File: src/rtl/mul_exec_unit.sv
// EX-stage iterative shift-add multiplier: low DATA_W bits of a*b, DATA_W+1 cycle latency.
// Stalls the pipeline from the start cycle through the last BUSY cycle; flush aborts at any time.
module mul_exec_unit #(
  parameter int         DATA_W   = 64,
  parameter logic [3:0] MUL_CODE = 4'd8
) (
  input  logic              clk,
  input  logic              arst,
  input  logic              valid_in,
  input  logic [3:0]        alu_control,
  input  logic [DATA_W-1:0] operand_a,
  input  logic [DATA_W-1:0] operand_b,
  input  logic              flush,
  output logic [DATA_W-1:0] result,
  output logic              result_valid,
  output logic              busy,
  output logic              stall
);

  localparam int CNT_W = $clog2(DATA_W + 1);

  typedef enum logic [1:0] {
    IDLE = 2'd0,
    BUSY = 2'd1,
    DONE = 2'd2
  } state_t;

  state_t            state;
  state_t            state_nxt;
  logic [DATA_W-1:0] a_sh;
  logic [DATA_W-1:0] b_sh;
  logic [DATA_W-1:0] acc;
  logic [DATA_W-1:0] acc_sum;
  logic [CNT_W-1:0]  cnt;
  logic              start;
  logic              last_iter;

  assign start     = valid_in && (alu_control == MUL_CODE) && !flush && (state == IDLE);
  assign last_iter = (cnt == CNT_W'(1));
  assign acc_sum   = b_sh[0] ? (acc + a_sh) : acc;

  assign busy         = (state == BUSY);
  assign stall        = start || (state == BUSY);
  assign result_valid = (state == DONE) && !flush;

  always_ff @(posedge clk or posedge arst) begin
    if (arst) begin
      state <= IDLE;
    end else begin
      state <= state_nxt;
    end
  end

  always_comb begin
    state_nxt = state;
    case (state)
      IDLE: begin
        if (start) state_nxt = BUSY;
      end
      BUSY: begin
        if (flush)          state_nxt = IDLE;
        else if (last_iter) state_nxt = DONE;
      end
      DONE:    state_nxt = IDLE;
      default: state_nxt = IDLE;
    endcase
  end

  // The final partial product is folded in on the same edge that writes result.
  always_ff @(posedge clk or posedge arst) begin
    if (arst) begin
      a_sh   <= '0;
      b_sh   <= '0;
      acc    <= '0;
      cnt    <= '0;
      result <= '0;
    end else begin
      case (state)
        IDLE: begin
          if (start) begin
            a_sh <= operand_a;
            b_sh <= operand_b;
            acc  <= '0;
            cnt  <= CNT_W'(DATA_W);
          end
        end
        BUSY: begin
          if (!flush) begin
            acc  <= acc_sum;
            a_sh <= a_sh << 1;
            b_sh <= b_sh >> 1;
            cnt  <= cnt - CNT_W'(1);
            if (last_iter) result <= acc_sum;
          end
        end
        default: ;
      endcase
    end
  end

endmodule
File: config.mk
export PLATFORM = sky130hd
export DESIGN_NAME = mul_exec_unit
export DESIGN_NICKNAME = d
export VERILOG_FILES = /design/src/rtl/mul_exec_unit.sv
export SDC_FILE = /design/constraint.sdc
export NUM_CORES = 1
export LEC_CHECK = 0
export CAP_MARGIN = 20
export CORE_ASPECT_RATIO = 1.5
export CORE_MARGIN = 2
export CORE_UTILIZATION = 50
export CTS_CLUSTER_DIAMETER = 30
export DETAILED_ROUTE_END_ITERATION = 12
export GPL_ROUTABILITY_DRIVEN = 1
export PLACE_DENSITY_LB_ADDON = 0.05
export RECOVER_POWER = 50
export SYNTH_ARGS = -nofsm -noshare
export SYNTH_HDL_FRONTEND = slang
export SYNTH_SLANG_ARGS = --single-unit
File: constraint.sdc
create_clock -name clk -period 10.6 [get_ports clk]
set_input_delay 2.65 -clock clk [delete_from_list [all_inputs] [get_ports clk]]
set_output_delay 2.65 -clock clk [all_outputs]
set_load 0.01 [all_outputs]
==> Yosys cells after proc, flatten, opt, wreduce, memory -nomap -nowiden <==
Index checks and enable logic that the tools add are counted.
{ "word_totals": {"regBits": 265, "latchBits": 0, "ramBits": 0, "rom_bits": 0, "output_inout_bits": 67, "word_cells": 44, "n_memories": 0} }
{ "classes": {"add_sub_neg": 2, "multipliers": 0, "div": 0, "order_cmp": 0, "eq_ne": 7, "n_shift": 0, "mux": 17, "n_bitwise": 1, "reduce_logical": 11} }
{ "ops": {"columns": ["cell", "n"], "rows": [
  ["$mux W64", 7],
  ["$pmux W64 S2", 3],
  ["$add A64 B64 Y64", 1],
  ["$mux W7", 2],
  ["$pmux W7 S2", 1],
  ["$eq A7 B1 Y1 const B", 1],
  ["$sub A7 B1 Y7 const B", 1],
  ["$mux W2", 3],
  ["$reduce_and A3 Y1", 2],
  ["$eq A4 B4 Y1 const B", 1],
  ["$logic_and A1 B1 Y1", 4],
  ["$ne A2 B2 Y1 const B", 2],
  ["$pmux W2 S2", 1],
  ["$ne A3 B2 Y1 const B", 1],
  ["$eq A2 B1 Y1 const B", 1],
  ["$eq A2 B2 Y1 const B", 1],
  ["$logic_not A2 Y1", 1],
  ["$reduce_and A2 Y1", 1],
  ["$reduce_bool A2 Y1", 1],
  ["$logic_not A1 Y1", 1],
  ["$logic_or A1 B1 Y1", 1],
  ["$not A1 Y1", 1]
]} }

==> Longest topological paths before layout <==
Gate-level depths: netlist of run 1.
{ "logic_depth": {"word_depth": 6, "mapped_depth": 13, "ltp_nobuf": 13} }

==> Worst setup path after synthesis of run 1 <==
No wires, ideal clock.
{ "synth_timing": {"path_type": "input to output", "from": "input alu_control[1]", "to": "output stall", "t_arrival_ps": 3716, "setup_slack_ps": 4234, "cell_stages": 5, "n_path_buf": 2, "cell_sequence": "nor4b_1 and4b_1 clkbuf_1 clkbuf_1 or2_2"} }
{ "synth_between": {"elab_chain_cells": 5} }
{ "synth_lines": {"columns": ["item", "line_no", "source"], "rows": [
  ["from (decl)", "10", "input logic [3:0] alu_control,"],
  ["$eq A4 B4 Y1", "38", "assign start = valid_in && (alu_control == MUL_CODE) && !flush && (state == IDLE);"],
  ["$logic_and A1 B1 Y1 (3 in a row)", "38", null],
  ["$logic_or A1 B1 Y1", "43", "assign stall = start || (state == BUSY);"],
  ["to (decl)", "17", "output logic stall"]
]} }
Every way passes these cells.

==> Final worst setup path of run 1 <==
Ends and elaborated chain as after synthesis.

==> results.sh, run 1 <==
export IMPL_outcome="finished with violations"
export IMPL_failed_checks="capacitance limit, slew limit"
export IMPL_grt_antenna_before_repair=1
export IMPL_syn_nets=1855
export IMPL_crit_family="simple AND/OR/NAND/NOR gates"
export IMPL_port_buffers=202
export IMPL_clockRootBuffer="clkbuf_16"
export IMPL_post_route_drc_count=0
export IMPL_wl_per_cell_um=18.7
export IMPL_cp_cell_sequence="dlygate4sd3_1, nor4b_1, and4b_1, or2_2, clkdlybuf4s50_1"
export IMPL_synth_flop_cell="dfrtp_1"
export IMPL_vias=12824
export IMPL_clk_pin_slew_worst_paths_ns=0.05
export IMPL_routabilityCongestion=0.927
export IMPL_yosysMostFrequentCell="nand2_1"
export IMPL_viasPerCell=5.72
export IMPL_period_share_pct=79.8
export IMPL_clk_latency_ns=0.57
export IMPL_yosys_warnings=0
export IMPL_syn2layout_area_growth_pct=26.7
export IMPL_totalWireLength_um=42000
export IMPL_ir_worst_vdd_mv=0.189
export IMPL_synth_top_area_share_pct=44.8
export IMPL_fp_coreArea_sq_um=29300
export IMPL_cap_violations=4
export IMPL_endpoint_kind="output pin"
export IMPL_cts_setup_buffers=0
export IMPL_slowest_delay_ns=1.52
export IMPL_start_util_pct=50.5
export IMPL_synth_cell_types=72
export IMPL_fin_worst_skew_ns=0.0156
export IMPL_synth_seq_cells=265
export IMPL_hold_path_class="register to register"
export IMPL_dpl_hpwl_um=28800
export IMPL_nets=2012
export IMPL_std_cell_rows=77
export IMPL_dieWidth_um=144
export IMPL_r2r_slack_ns=4.86
export IMPL_synth_edf_count=0
export IMPL_crit_fanout=44
export IMPL_finalCriticalPeriod_ns=8.46
export IMPL_syn_cell_area_sq_um=14800
export IMPL_fillers=2595
export IMPL_p_per_area_nw_per_um2=193
export IMPL_hold_viol=0
export IMPL_fin_util_pct=64.0
export IMPL_slew_limit_headroom_pct=-236
export IMPL_cts_resized=0
export IMPL_critPathSlowestCell="and4b_1"
export IMPL_grt_overflow=0
export IMPL_worst_slew_pin_slew_ns=5.01
export IMPL_max_freq_mhz=118
export IMPL_clock_sinks=265
export IMPL_cts_tree="done"
export IMPL_synth_area_leaders="dfrtp_1, nand2_1, a22oi_1"
export IMPL_required_ns=7.95
export IMPL_finalMaxSlewViolations=255
export IMPL_cts_made_buffers=47
export IMPL_finalSetupViolCount=0
export IMPL_ant_nets=0
export IMPL_rsz0062_at_grt="false"
export IMPL_ios=203
export IMPL_synth_cells=1653
export IMPL_drtIter0Drc=676
export IMPL_track_usage_pct=27.6
export IMPL_fin_tns_setup_ns=0
export IMPL_htree_levels=2
export IMPL_pre_cts_ws_ns=3.14
export IMPL_cp_num_buf_inv=2
export IMPL_grt_start_max_net_pins=154
export IMPL_whs_ns=0.469
export IMPL_yosysTopAreaCell="dfrtp_1"
export IMPL_drive_above_1_share_pct=6.71
export IMPL_critPathKind="input pin to output pin"
export IMPL_synth_avg_cell_area_sq_um=8.95
export IMPL_async_reset_ff_share_pct=100
export IMPL_p_leak_nw=9.16
export IMPL_startpoint_type="input pin"
export IMPL_layout_setup_ws_ns=2.14
export IMPL_dieArea_sq_um=31000
export IMPL_cts_hold_buffers=0
export IMPL_grt_pass1_wl_um=68800
export IMPL_die_h_um=215
export IMPL_first_global_vias=13455
export IMPL_cts_buffer_depth=3
export IMPL_worstPathArrival_ns=5.81
export IMPL_synthTopCellsByCount="nand2_1, dfrtp_1, a22oi_1"
export IMPL_first_pass_iters=5
export IMPL_ys_seq_area_share_pct=44.8
placed cells by master, fill, tap and decap left out, types with 17 or more instances in the layout:
| cell type | netlist | final |
|---|---|---|
| nand2_1 | 378 | 378 |
| dfrtp_1 | 265 | 264 |
| clkdlybuf4s50_1 | 0 | 139 |
| a22oi_1 | 117 | 117 |
| o21ai_0 | 109 | 109 |
| a21oi_1 | 107 | 107 |
| ha_1 | 65 | 65 |
| nor2_1 | 68 | 64 |
| dlygate4sd3_1 | 0 | 63 |
| clkbuf_16 | 0 | 47 |
| mux2i_1 | 45 | 45 |
| a21o_1 | 40 | 40 |
| a22o_1 | 37 | 37 |
| xnor2_1 | 35 | 35 |
| xor2_1 | 29 | 29 |
| nand4_1 | 25 | 25 |
| and3_1 | 21 | 21 |
| nor3_1 | 20 | 20 |
| inv_1 | 19 | 18 |
| nand3_1 | 17 | 17 |
final timing paths:
check	end	cells past startpoint	from
max in group asynchronous	a_sh[47]$_DFFE_PP0P_	2	arst
min in group asynchronous	result[12]$_DFFE_PP0P_	2	arst
min reg2reg	result[2]$_DFFE_PP0P_	2	result[2]$_DFFE_PP0P_
max	stall	5	alu_control[1]
max reg2reg	result[52]$_DFFE_PP0P_	8	state[1]$_DFFE_PP0P_
min	result[2]$_DFFE_PP0P_	2	result[2]$_DFFE_PP0P_
sequential cells by signal, indices dropped and copies added (netlist names):
register and cells:
acc 64, b_sh 64, state 2, a_sh 64, cnt 7, result 64
worst register-to-register path, delay by kind of cell (launching register included):
family          cells  cell delay (ns)
simple gates        4             2.57
buf+inv             3             2.25
compound gates      1             0.43
flops               1             0.39
where the power goes:
part | leakage [nW] | total, W | switching, W | internal [W]
Sequential | 3.56 | 0.00131 | 0.000133 | 0.00117
Combinational | 4.78 | 0.000706 | 0.000411 | 0.000295
Clock | 0.815 | 0.00160 | 0.000553 | 0.00105
area by class of cell:
class / instances / area (sq um) / share of cell area [%]
clock inverter: 27 / 379 / 2.02
antenna: 1 / 2.50 / 0.0133
multi-input combinational: 1261 / 7710 / 41.1
clock buffer: 59 / 1300 / 6.94
sequential: 265 / 6630 / 35.4
timing repair buffer: 215 / 2150 / 11.5
inverter: 20 / 76.3 / 0.407
tap: 395 / 494 / 2.64
per-layer routing:
layer / global-route usage [%] / vias to the layer above / routed length [um]
met5: 0 / - / 0
met4: 9.87 / 0 / 1360
met2: 50.3 / 317 / 22400
met1: 31.4 / 6199 / 16100
met3: 5.55 / 91 / 2160
li1: - / 6217 / -
cell families (layout without fill, tap and decap cells):
kind of cell,Yosys count,count (layout),synth area share [%]
muxes,45,45,3.04
other,0,1,0
adders and majority gates,66,66,5.63
DFF,265,265,44.8
AOI/OAI and AO/OA,505,505,22.4
and+or+nand+nor,581,581,17.0
buffers and inverters,127,321,3.25
xor gates and xnor gates,64,64,3.79
through the flow:
stage / total power [W] / std cells / area, sq um
3_3_place_gp: 0.00200 / 2155 / 17100
6_report: 0.00361 / 2243 / 18700
5_1_grt: 0.00380 / 2243 / 18700
3_5_place_dp: 0.00203 / 2156 / 17100
4_1_cts: 0.00365 / 2242 / 18800
2_1_floorplan: 0.00178 / 1653 / 14800
Note: power is estimated with default switching activity, not from simulation.
==> run 2: changes to the inputs <==
==> constraint.sdc (replaced) <==
create_clock -name clk -period 7.4 [get_ports clk]
set_input_delay 1.85 -clock clk [delete_from_list [all_inputs] [get_ports clk]]
set_output_delay 1.85 -clock clk [all_outputs]
set_load 0.01 [all_outputs]
==> results.sh, run 2 (synthesis results as in run 1) <==
export IMPL_outcome="finished with violations"
export IMPL_failed_checks="capacitance limit, slew limit"
export IMPL_dieArea_sq_um=31000
export IMPL_htree_levels=2
export IMPL_port_buffers=202
export IMPL_worstPathArrival_ns=4.07
export IMPL_fin_tns_setup_ns=0
export IMPL_start_util_pct=50.5
export IMPL_clockRootBuffer="clkbuf_16"
export IMPL_clk_latency_ns=0.55
export IMPL_rsz0062_at_grt="false"
export IMPL_fin_worst_skew_ns=0.0177
export IMPL_cts_setup_buffers=0
export IMPL_r2r_start="acc[0]$_DFFE_PP0P_"
export IMPL_period_share_pct=80.0
export IMPL_track_usage_pct=27.1
export IMPL_post_route_drc_count=0
export IMPL_cp_cell_sequence="clkdlybuf4s50_1, nor4b_1, and4b_4, or2_2, clkdlybuf4s50_1"
export IMPL_routabilityCongestion=0.930
export IMPL_cts_made_buffers=49
export IMPL_cts_tree="done"
export IMPL_crit_fanout=45
export IMPL_ios=203
export IMPL_critPathLaunch="alu_control[1]"
export IMPL_p_leak_nw=9.09
export IMPL_finalMaxSlewViolations=78
export IMPL_antenna_cells=0
export IMPL_critPathKind="input pin to output pin"
export IMPL_grt_overflow=0
export IMPL_fin_util_pct=64.0
export IMPL_hold_viol=0
export IMPL_whs_ns=0.472
export IMPL_drive_above_1_share_pct=6.97
export IMPL_layout_commonest_cell="nand2_1"
export IMPL_fp_coreArea_sq_um=29300
export IMPL_clock_sinks=265
export IMPL_cap_violations=1
export IMPL_clk_pin_slew_worst_paths_ns=0.05
export IMPL_critPathSlowestCell="and4b_4"
export IMPL_first_pass_iters=5
export IMPL_p_per_area_nw_per_um2=273
export IMPL_startpoint_type="input pin"
export IMPL_reg2reg_to="acc[60]$_DFFE_PP0P_"
export IMPL_slew_limit_headroom_pct=-27.8
export IMPL_ir_worst_vdd_mv=0.213
export IMPL_max_freq_mhz=169
export IMPL_viasPerCell=5.71
export IMPL_dieWidth_um=144
export IMPL_worst_slew_pin_slew_ns=1.92
export IMPL_cts_resized=0
export IMPL_ff2ff_path_depth=13
export IMPL_die_h_um=215
export IMPL_grt_antenna_before_repair=0
export IMPL_wl_per_cell_um=18.5
export IMPL_dpl_hpwl_um=28600
export IMPL_critPathCapture="stall"
export IMPL_hold_path_class="register to register"
export IMPL_syn2layout_area_growth_pct=26.7
export IMPL_finalCriticalPeriod_ns=5.92
export IMPL_ant_nets=0
export IMPL_totalWireLength_um=41500
export IMPL_vias=12827
export IMPL_std_cell_rows=77
export IMPL_grt_pass1_wl_um=67400
export IMPL_fillers=2587
export IMPL_final_cell_mix="nand2_1, dfrtp_1, clkdlybuf4s50_1"
export IMPL_nets=2015
export IMPL_grt_start_max_net_pins=176
export IMPL_required_ns=5.55
export IMPL_first_global_vias=13157
export IMPL_endpoint_kind="output pin"
export IMPL_slowest_delay_ns=0.74
export IMPL_drtIter0Drc=599
export IMPL_cts_hold_buffers=0
export IMPL_critPathMostFrequentCell="clkdlybuf4s50_1"
export IMPL_finalSetupViolCount=0
export IMPL_cts_buffer_depth=3
export IMPL_r2r_slack_ns=3.72
## run 2: changes by cell type in the layout (fill, tap and decap cells not counted), sizes merged, moves of 2 or more
cell / before / now
bufinv: 7 / 5
clkbuf: 60 / 62
clkdlybuf4s50: 139 / 169
clkinv: 7 / 15
clkinvlp: 6 / 2
dlygate4sd3: 63 / 33
inv: 27 / 25
## run 2: how the worst min path moves through the flow
| stage | depth (start not counted) | end | from |
|---|---|---|---|
| after global placement | 2 | b_sh[21]$_DFFE_PP0P_ | b_sh[21]$_DFFE_PP0P_ |
| after CTS | 2 | b_sh[47]$_DFFE_PP0P_ | b_sh[47]$_DFFE_PP0P_ |
| after detailed placement | 2 | b_sh[14]$_DFFE_PP0P_ | b_sh[14]$_DFFE_PP0P_ |
| after floorplan | 2 | b_sh[8]$_DFFE_PP0P_ | b_sh[8]$_DFFE_PP0P_ |
| after global routing | 2 | b_sh[49]$_DFFE_PP0P_ | b_sh[49]$_DFFE_PP0P_ |
| final | 2 | result[12]$_DFFE_PP0P_ | result[12]$_DFFE_PP0P_ |
## run 2: power breakdown
group,switching [W],internal (W),leakage (nW)
registers,0.000191,0.00168,3.56
clock network,0.000773,0.00147,0.826
logic,0.000585,0.000418,4.70
## run 2: per-stage QoR
step	total power, W	cell area [sq um]	setup slack, ns	cells
after global placement	0.00287	17100	1.47	2156
after global routing	0.00538	18800	1.36	2245
after detailed placement	0.00290	17100	1.44	2156
final	0.00512	18800	1.48	2245
after floorplan	0.00255	14800	2.05	1653
after CTS	0.00517	18700	1.44	2244
## run 2: routing by layer
layer	wire length (um)	track usage, %	vias to the layer above	part of all wire, %
met2	21800	48.9	299	53
met5	0	0	-	0
met4	1410	9.35	0	3.4
met1	16300	31.8	6215	39
li1	-	-	6226	-
met3	1930	5.01	87	4.7
## run 2: worst max-delay path, delay by kind of cell
kind | cells | cell delay [ns]
AND/OR/NAND/NOR | 3 | 1.27
buffers and inverters | 2 | 0.94
## run 2: layout make-up
cell class	instances	area, sq um	share of cell area [%]
multi-input cells	1261	7720	41.2
flip-flops and latches	265	6630	35.4
repair buffers	216	2160	11.5
clock buffers	61	1350	7.21
well taps	395	494	2.64
clock inverters	27	315	1.68
inverters	20	76.3	0.407
